<file path="config.mk">
export PLATFORM = sky130hd
export DESIGN_NAME = mem_data_access_ctrl
export DESIGN_NICKNAME = d
export VERILOG_FILES = /design/src/rtl/mem_data_access_ctrl.sv
export SDC_FILE = /design/constraint.sdc
export NUM_CORES = 1
export LEC_CHECK = 0
export CAP_MARGIN = 15
export CORE_ASPECT_RATIO = 1.5
export CORE_UTILIZATION = 50
export CTS_CLUSTER_DIAMETER = 60
export DETAILED_ROUTE_END_ITERATION = 10
export PLACE_DENSITY_LB_ADDON = 0.25
export SLEW_MARGIN = 40
export SYNTH_ARGS = -nofsm -noshare
export SYNTH_HDL_FRONTEND = slang
export SYNTH_SLANG_ARGS = --single-unit
</file>
<file path="constraint.sdc">
create_clock -name clk -period 3.8 [get_ports clk]
set_input_delay 0.76 -clock clk [delete_from_list [all_inputs] [get_ports clk]]
set_output_delay 0.76 -clock clk [all_outputs]
set_load 0.01 [all_outputs]
</file>
<file path="src/rtl/mem_data_access_ctrl.sv">
// mem_data_access_ctrl
//   MEM-stage data-bus controller sitting just upstream of the MEM/WB register.
//   Issues one load/store per MEM instruction on an SRAM-like data bus, holds the
//   request until the bus accepts it, returns load data (with a same-cycle bypass)
//   and stalls the pipeline while the access is in flight. An irq flush in the
//   middle of a transaction is absorbed by draining the outstanding response.
//
// Ports
//   clk, rst_n           clock, asynchronous active-low reset
//   mem_en/mem_wr        access request from MEM and its direction (1 = store)
//   mem_size             0 = byte, 1 = half, 2 = word
//   mem_addr/mem_wdata   byte address and right-justified store data
//   irq                  flush of the MEM instruction
//   advance              MEM instruction leaves MEM this cycle
//   data_req/data_wr     bus request and direction
//   data_size/data_addr  bus size and address
//   data_wdata           store data replicated onto the byte lanes
//   data_addr_ok         bus accepted the request this cycle
//   data_data_ok         bus response (read data or write ack) this cycle
//   data_rdata           bus read data
//   mem_rdata            load data to the MEM/WB register
//   mem_stall            MEM must hold this cycle
//   stall_cnt            saturating count of cycles with mem_stall = 1
module mem_data_access_ctrl #(
   parameter int unsigned CNT_W = 16
) (
   input  logic             clk,
   input  logic             rst_n,
   input  logic             mem_en,
   input  logic             mem_wr,
   input  logic [1:0]       mem_size,
   input  logic [31:0]      mem_addr,
   input  logic [31:0]      mem_wdata,
   input  logic             irq,
   input  logic             advance,
   output logic             data_req,
   output logic             data_wr,
   output logic [1:0]       data_size,
   output logic [31:0]      data_addr,
   output logic [31:0]      data_wdata,
   input  logic             data_addr_ok,
   input  logic             data_data_ok,
   input  logic [31:0]      data_rdata,
   output logic [31:0]      mem_rdata,
   output logic             mem_stall,
   output logic [CNT_W-1:0] stall_cnt
);

   localparam logic [2:0] IDLE       = 3'd0;
   localparam logic [2:0] REQ        = 3'd1;
   localparam logic [2:0] WAIT       = 3'd2;
   localparam logic [2:0] DONE       = 3'd3;
   localparam logic [2:0] DRAIN_REQ  = 3'd4;
   localparam logic [2:0] DRAIN_WAIT = 3'd5;

   logic [2:0]       state_q, state_d;
   logic [31:0]      rdata_q, rdata_d;
   logic [CNT_W-1:0] cnt_q, cnt_d;

   // Copy of a request flushed before acceptance; the bus must keep seeing the
   // same request until addr_ok even though MEM now holds another instruction.
   logic             hold_wr_q, hold_wr_d;
   logic [1:0]       hold_size_q, hold_size_d;
   logic [31:0]      hold_addr_q, hold_addr_d;
   logic [31:0]      hold_wdata_q, hold_wdata_d;

   logic in_idle, in_req, in_wait, in_done, in_dreq, in_dwait;
   logic new_req;
   logic hold_en;
   logic stall_raw;
   logic [1:0]  req_size;
   logic [31:0] req_wdata;

   assign in_idle  = (state_q == IDLE);
   assign in_req   = (state_q == REQ);
   assign in_wait  = (state_q == WAIT);
   assign in_done  = (state_q == DONE);
   assign in_dreq  = (state_q == DRAIN_REQ);
   assign in_dwait = (state_q == DRAIN_WAIT);

   // A fresh request only leaves IDLE for an unflushed MEM access.
   assign new_req = in_idle & mem_en & ~irq;

   // Flushed while the request is still unaccepted: remember what was on the bus.
   assign hold_en = in_req & irq & ~data_addr_ok;

   // ---------------------------------------------------------------------------
   // Next-state logic
   // ---------------------------------------------------------------------------
   always_comb begin
      state_d = state_q;
      case (state_q)
         IDLE: begin
            if (new_req) begin
               state_d = data_addr_ok ? WAIT : REQ;
            end
         end
         REQ: begin
            // Accepted in the flush cycle: the response still has to be drained.
            if (data_addr_ok) begin
               state_d = irq ? DRAIN_WAIT : WAIT;
            end else if (irq) begin
               state_d = DRAIN_REQ;
            end
         end
         WAIT: begin
            if (data_data_ok) begin
               state_d = (irq || advance) ? IDLE : DONE;
            end else if (irq) begin
               state_d = DRAIN_WAIT;
            end
         end
         DONE: begin
            if (advance || irq) begin
               state_d = IDLE;
            end
         end
         DRAIN_REQ: begin
            if (data_addr_ok) begin
               state_d = DRAIN_WAIT;
            end
         end
         DRAIN_WAIT: begin
            if (data_data_ok) begin
               state_d = IDLE;
            end
         end
         default: state_d = IDLE;
      endcase
   end

   // Load data is captured only for an unflushed response; drained data is dropped.
   always_comb begin
      rdata_d = rdata_q;
      if (in_wait && data_data_ok && !irq) begin
         rdata_d = data_rdata;
      end
   end

   always_comb begin
      hold_wr_d    = hold_wr_q;
      hold_size_d  = hold_size_q;
      hold_addr_d  = hold_addr_q;
      hold_wdata_d = hold_wdata_q;
      if (hold_en) begin
         hold_wr_d    = mem_wr;
         hold_size_d  = mem_size;
         hold_addr_d  = mem_addr;
         hold_wdata_d = mem_wdata;
      end
   end

   // ---------------------------------------------------------------------------
   // Stall generation and performance counter
   // ---------------------------------------------------------------------------
   // irq overrides everything: the flushed instruction must not hold the pipe.
   always_comb begin
      stall_raw = 1'b0;
      if (!irq) begin
         stall_raw = ((in_idle | in_req) & mem_en)
                   | (in_wait & ~data_data_ok)
                   | ((in_dreq | in_dwait) & mem_en);
      end
   end

   always_comb begin
      cnt_d = cnt_q;
      if (stall_raw && (cnt_q != {CNT_W{1'b1}})) begin
         cnt_d = cnt_q + 1'b1;
      end
   end

   // ---------------------------------------------------------------------------
   // State
   // ---------------------------------------------------------------------------
   always_ff @(posedge clk or negedge rst_n) begin
      if (!rst_n) begin
         state_q      <= IDLE;
         rdata_q      <= 32'h0;
         cnt_q        <= '0;
         hold_wr_q    <= 1'b0;
         hold_size_q  <= 2'd0;
         hold_addr_q  <= 32'h0;
         hold_wdata_q <= 32'h0;
      end else begin
         state_q      <= state_d;
         rdata_q      <= rdata_d;
         cnt_q        <= cnt_d;
         hold_wr_q    <= hold_wr_d;
         hold_size_q  <= hold_size_d;
         hold_addr_q  <= hold_addr_d;
         hold_wdata_q <= hold_wdata_d;
      end
   end

   // ---------------------------------------------------------------------------
   // Bus outputs
   // ---------------------------------------------------------------------------
   assign req_size  = in_dreq ? hold_size_q  : mem_size;
   assign req_wdata = in_dreq ? hold_wdata_q : mem_wdata;

   assign data_wr   = in_dreq ? hold_wr_q   : mem_wr;
   assign data_addr = in_dreq ? hold_addr_q : mem_addr;
   assign data_size = req_size;

   // Replicate the right-justified store data onto every lane it can occupy.
   always_comb begin
      case (req_size)
         2'd0:    data_wdata = {4{req_wdata[7:0]}};
         2'd1:    data_wdata = {2{req_wdata[15:0]}};
         default: data_wdata = req_wdata;
      endcase
   end

   // Gated by rst_n so the bus sees no request while reset is asserted, even
   // with mem_en still high from an unreset upstream stage.
   assign data_req = rst_n & (new_req | in_req | in_dreq);

   // ---------------------------------------------------------------------------
   // Pipeline outputs
   // ---------------------------------------------------------------------------
   assign mem_rdata = (in_wait && data_data_ok) ? data_rdata : rdata_q;
   assign mem_stall = rst_n & stall_raw;
   assign stall_cnt = cnt_q;

endmodule

</file>
==> results.sh <==
export IMPL_pwr_share_seq_pct=30.8
export IMPL_routabilityCongestion=0.797
export IMPL_routed_wl_um=16500
export IMPL_die_h_um=143
export IMPL_overflow=0
export IMPL_rsz0062_at_grt="no"
export IMPL_numCtsBuffers=17
export IMPL_worst_path_stages=7
export IMPL_final_common_cell="clkdlybuf4s50_1"
export IMPL_clock_sinks=118
export IMPL_endpoint_kind="primary output"
export IMPL_ant_nets=0
export IMPL_ys_flop_type="dfrtp_1"
export IMPL_power_frac_comb_pct=47.0
export IMPL_drv_cap=0
export IMPL_min_delay_path_depth=1
export IMPL_finalCritPeriodShare_pct=94.5
export IMPL_synth_seq_area_share_pct=44.9
export IMPL_period_minus_slack_ps=3590
export IMPL_final_cell_mix="221 x clkdlybuf4s50_1, 178 x mux2_2, 118 x dfrtp_1"
export IMPL_pwr_share_clk_pct=22.2
export IMPL_grt_start_max_net_pins=67
export IMPL_fmax_ghz=0.278
export IMPL_hold_end="hold_addr_q[11]"
export IMPL_critPathMostFrequentCell="buf_4"
export IMPL_critPathKind="register to primary output"
export IMPL_first_pass_iters=4
export IMPL_cpMaxStageDelayCell="dfrtp_1"
export IMPL_max_slew_margin_pct=52.8
export IMPL_synth_top_cell_area_share_pct=44.9
export IMPL_rrSetupSlack_ps=1610
export IMPL_insertedDiodeCount=0
export IMPL_yosysWarnings=0
export IMPL_slowest_delay_ps=530
export IMPL_drv_slew=0
export IMPL_path_cells="nor3b_4 > buf_4 > buf_4 > mux2i_1 > nand2_2 > mux2_2 > clkdlybuf4s50_1"
export IMPL_tns_ps=0
export IMPL_nets=838
export IMPL_reg2reg_depth=4
export IMPL_core_area_sq_mm=0.0129
export IMPL_syn_inst=504
export IMPL_holdCritPathClass="register to register"
export IMPL_cts_root_buf="clkbuf_16"
export IMPL_synth_seq_cells=118
export IMPL_cts_tree="done"
export IMPL_outcome="complete, no violations"
export IMPL_grt_use_total_pct=25.1
export IMPL_critPathArrivalTime_ps=2830
export IMPL_p_per_area_mw_per_mm2=751
export IMPL_post_cts_resize_count=0
export IMPL_vias=4912
export IMPL_viasPerCell=5.44
export IMPL_cp_data_required_time_ps=3040
export IMPL_start_util_pct=51.0
export IMPL_ios=223
export IMPL_p_sw_mw=2.25
export IMPL_synth_area_leaders="dfrtp_1 45%, mux2_2 30%, mux2i_1 5.0%"
export IMPL_synth_top_area_cell="dfrtp_1"
export IMPL_vdd_ir_drop_max_mv=0.405
export IMPL_synth_distinct_cells=46
export IMPL_grt_pass1_vias=5323
export IMPL_ys_async_sr_fraction_pct=100
export IMPL_antenna_found_initial=0
export IMPL_critical_path_top_delay_family="buffers and inverters"
export IMPL_r2r_end="rdata_q[28]"
export IMPL_power_leakage_nw=3.99
export IMPL_dp_hpwl_um=11800
export IMPL_row_count=51
export IMPL_die_area_sq_mm=0.0136
export IMPL_postLayoutCoreUtil_pct=74.4
export IMPL_reg2reg_from="state_q[1]"
export IMPL_drt_wirelength_per_cell_um=18.2
export IMPL_worst_pin_slew_ps=708
export IMPL_drive_above_1_share_pct=32.1
export IMPL_finClkSkew_ps=7.48
export IMPL_drc_errors=0
export IMPL_clk_pin_slew_ps=60
export IMPL_hp_start="hold_addr_q[11]"
export IMPL_avgSynthCellArea_sq_um=13.1
export IMPL_setup_viol_count_final=0
export IMPL_insertion_delay_ps=410
export IMPL_sw_frac_of_total_pct=31.2
export IMPL_synth_edff_count=0
export IMPL_crit_fanout=13
export IMPL_clock_tree_buffer_depth=2
export IMPL_port_buffers=222
export IMPL_die_w_um=95.7
export IMPL_power_mw=7.21
export IMPL_internal_power_mw=4.96
export IMPL_drt_iter0_drc=89
export IMPL_cp_num_buf_inv=3
export IMPL_area_delta_synth_final_pct=45.8
export IMPL_hold_viol_final=0
export IMPL_syn_num_nets=611
export IMPL_grt_pass1_wl_um=26100
export IMPL_setup_worst_path_start_class="register"
export IMPL_cts_max_level=4
export IMPL_synthesis_area_sq_mm=0.00658
==> per-layer routing <==
| metal | vias up | GRT usage [%] | wire length (um) |
|---|---|---|---|
| li1 | 2306 | - | - |
| met1 | 2404 | 26.5 | 5980 |
| met2 | 156 | 44.8 | 8870 |
| met3 | 46 | 6.57 | 1020 |
| met4 | 0 | 13.0 | 598 |
| met5 | - | 0 | 0 |
==> power by group through the flow <==
stage	Combinational, mW	Clock [mW]	Sequential, mW
after floorplan	1.95	0	2.12
after global placement	3.31	0	2.18
after detailed placement	3.38	0	2.23
after CTS	3.41	1.63	2.22
after global routing	3.63	1.69	2.30
final	3.39	1.60	2.22
==> state kept, by name, summed over array words and instances, names as in the netlist <==
| register | cells |
|---|---|
| hold_size_q | 2 |
| hold_addr_q | 32 |
| state_q | 3 |
| stall_cnt | 16 |
| rdata_q | 32 |
| hold_wr_q | 1 |
| hold_wdata_q | 32 |
==> worst reg2reg max path, stage by stage, from the launching register on <==
cell and delay, ps:
dfrtp_1 600, nor4bb_4 470, nor2b_2 200, buf_4 380, mux2_2 410
==> kinds of logic (layout without fill, tap and decap cells) <==
logic type | Yosys count | in the layout | synth area share [%]
AO/OA/AOI/OAI | 28 | 28 | 2.83
flip-flops | 118 | 118 | 44.9
adder cells (fa/ha/maj) | 1 | 1 | 0.190
buffers and inverters | 39 | 279 | 3.52
XOR/XNOR | 15 | 15 | 2.00
AND/OR/NAND/NOR | 65 | 65 | 6.48
multiplexers | 238 | 238 | 40.1
==> worst max-delay path by stage <==
stage                 startpoint              to  slack (ps)
CTS                   state_q[1]  data_wdata[14]          20
global placement    data_data_ok    mem_rdata[0]         350
finish                state_q[1]  data_wdata[14]         210
detailed placement   mem_size[1]  data_wdata[30]         330
floorplan            mem_size[0]  data_wdata[10]        1260
global route          state_q[1]  data_wdata[11]          50
==> cells in the mapped netlist (5+ instances only) <==
cell     number
mux2_2      178
xor2_1       14
nand2_1      14
nand3_1       7
nor3_1        6
inv_1         7
o21ai_1       7
buf_6         5
o21ai_0       6
buf_4         7
mux2_1       27
buf_2        17
dfrtp_1     118
nor2_1        6
nor4_1        8
mux2i_1      33
==> per-stage QoR <==
stage | setup slack, ps | area, sq um | instances | hold slack, ps
after detailed placement | 326 | 8980 | 869 | 479
after CTS | 21.6 | 9570 | 901 | 492
after global routing | 53.8 | 9590 | 903 | 513
final | 209 | 9590 | 903 | 486
after floorplan | 1260 | 6580 | 504 | 454
after global placement | 354 | 8980 | 869 | 467
==> what timing repair did <==
item / CTS / global route
buffers inserted: 0 / 2
hold endpoints to repair: 0 / 0
hold buffers: 0 / 0
endpoints found under the setup margin: 0 / 12
==> area by class of cell <==
cell class | instances | area [sq um]
timing repair buffer | 240 | 2400
clock inverter | 13 | 156
multi-input combinational | 347 | 3430
tap | 159 | 199
inverter | 7 | 26.3
sequential | 118 | 2950
clock buffer | 19 | 433
fill | 915 | 3300
No activity file was read; power rests on OpenSTA's default activity.
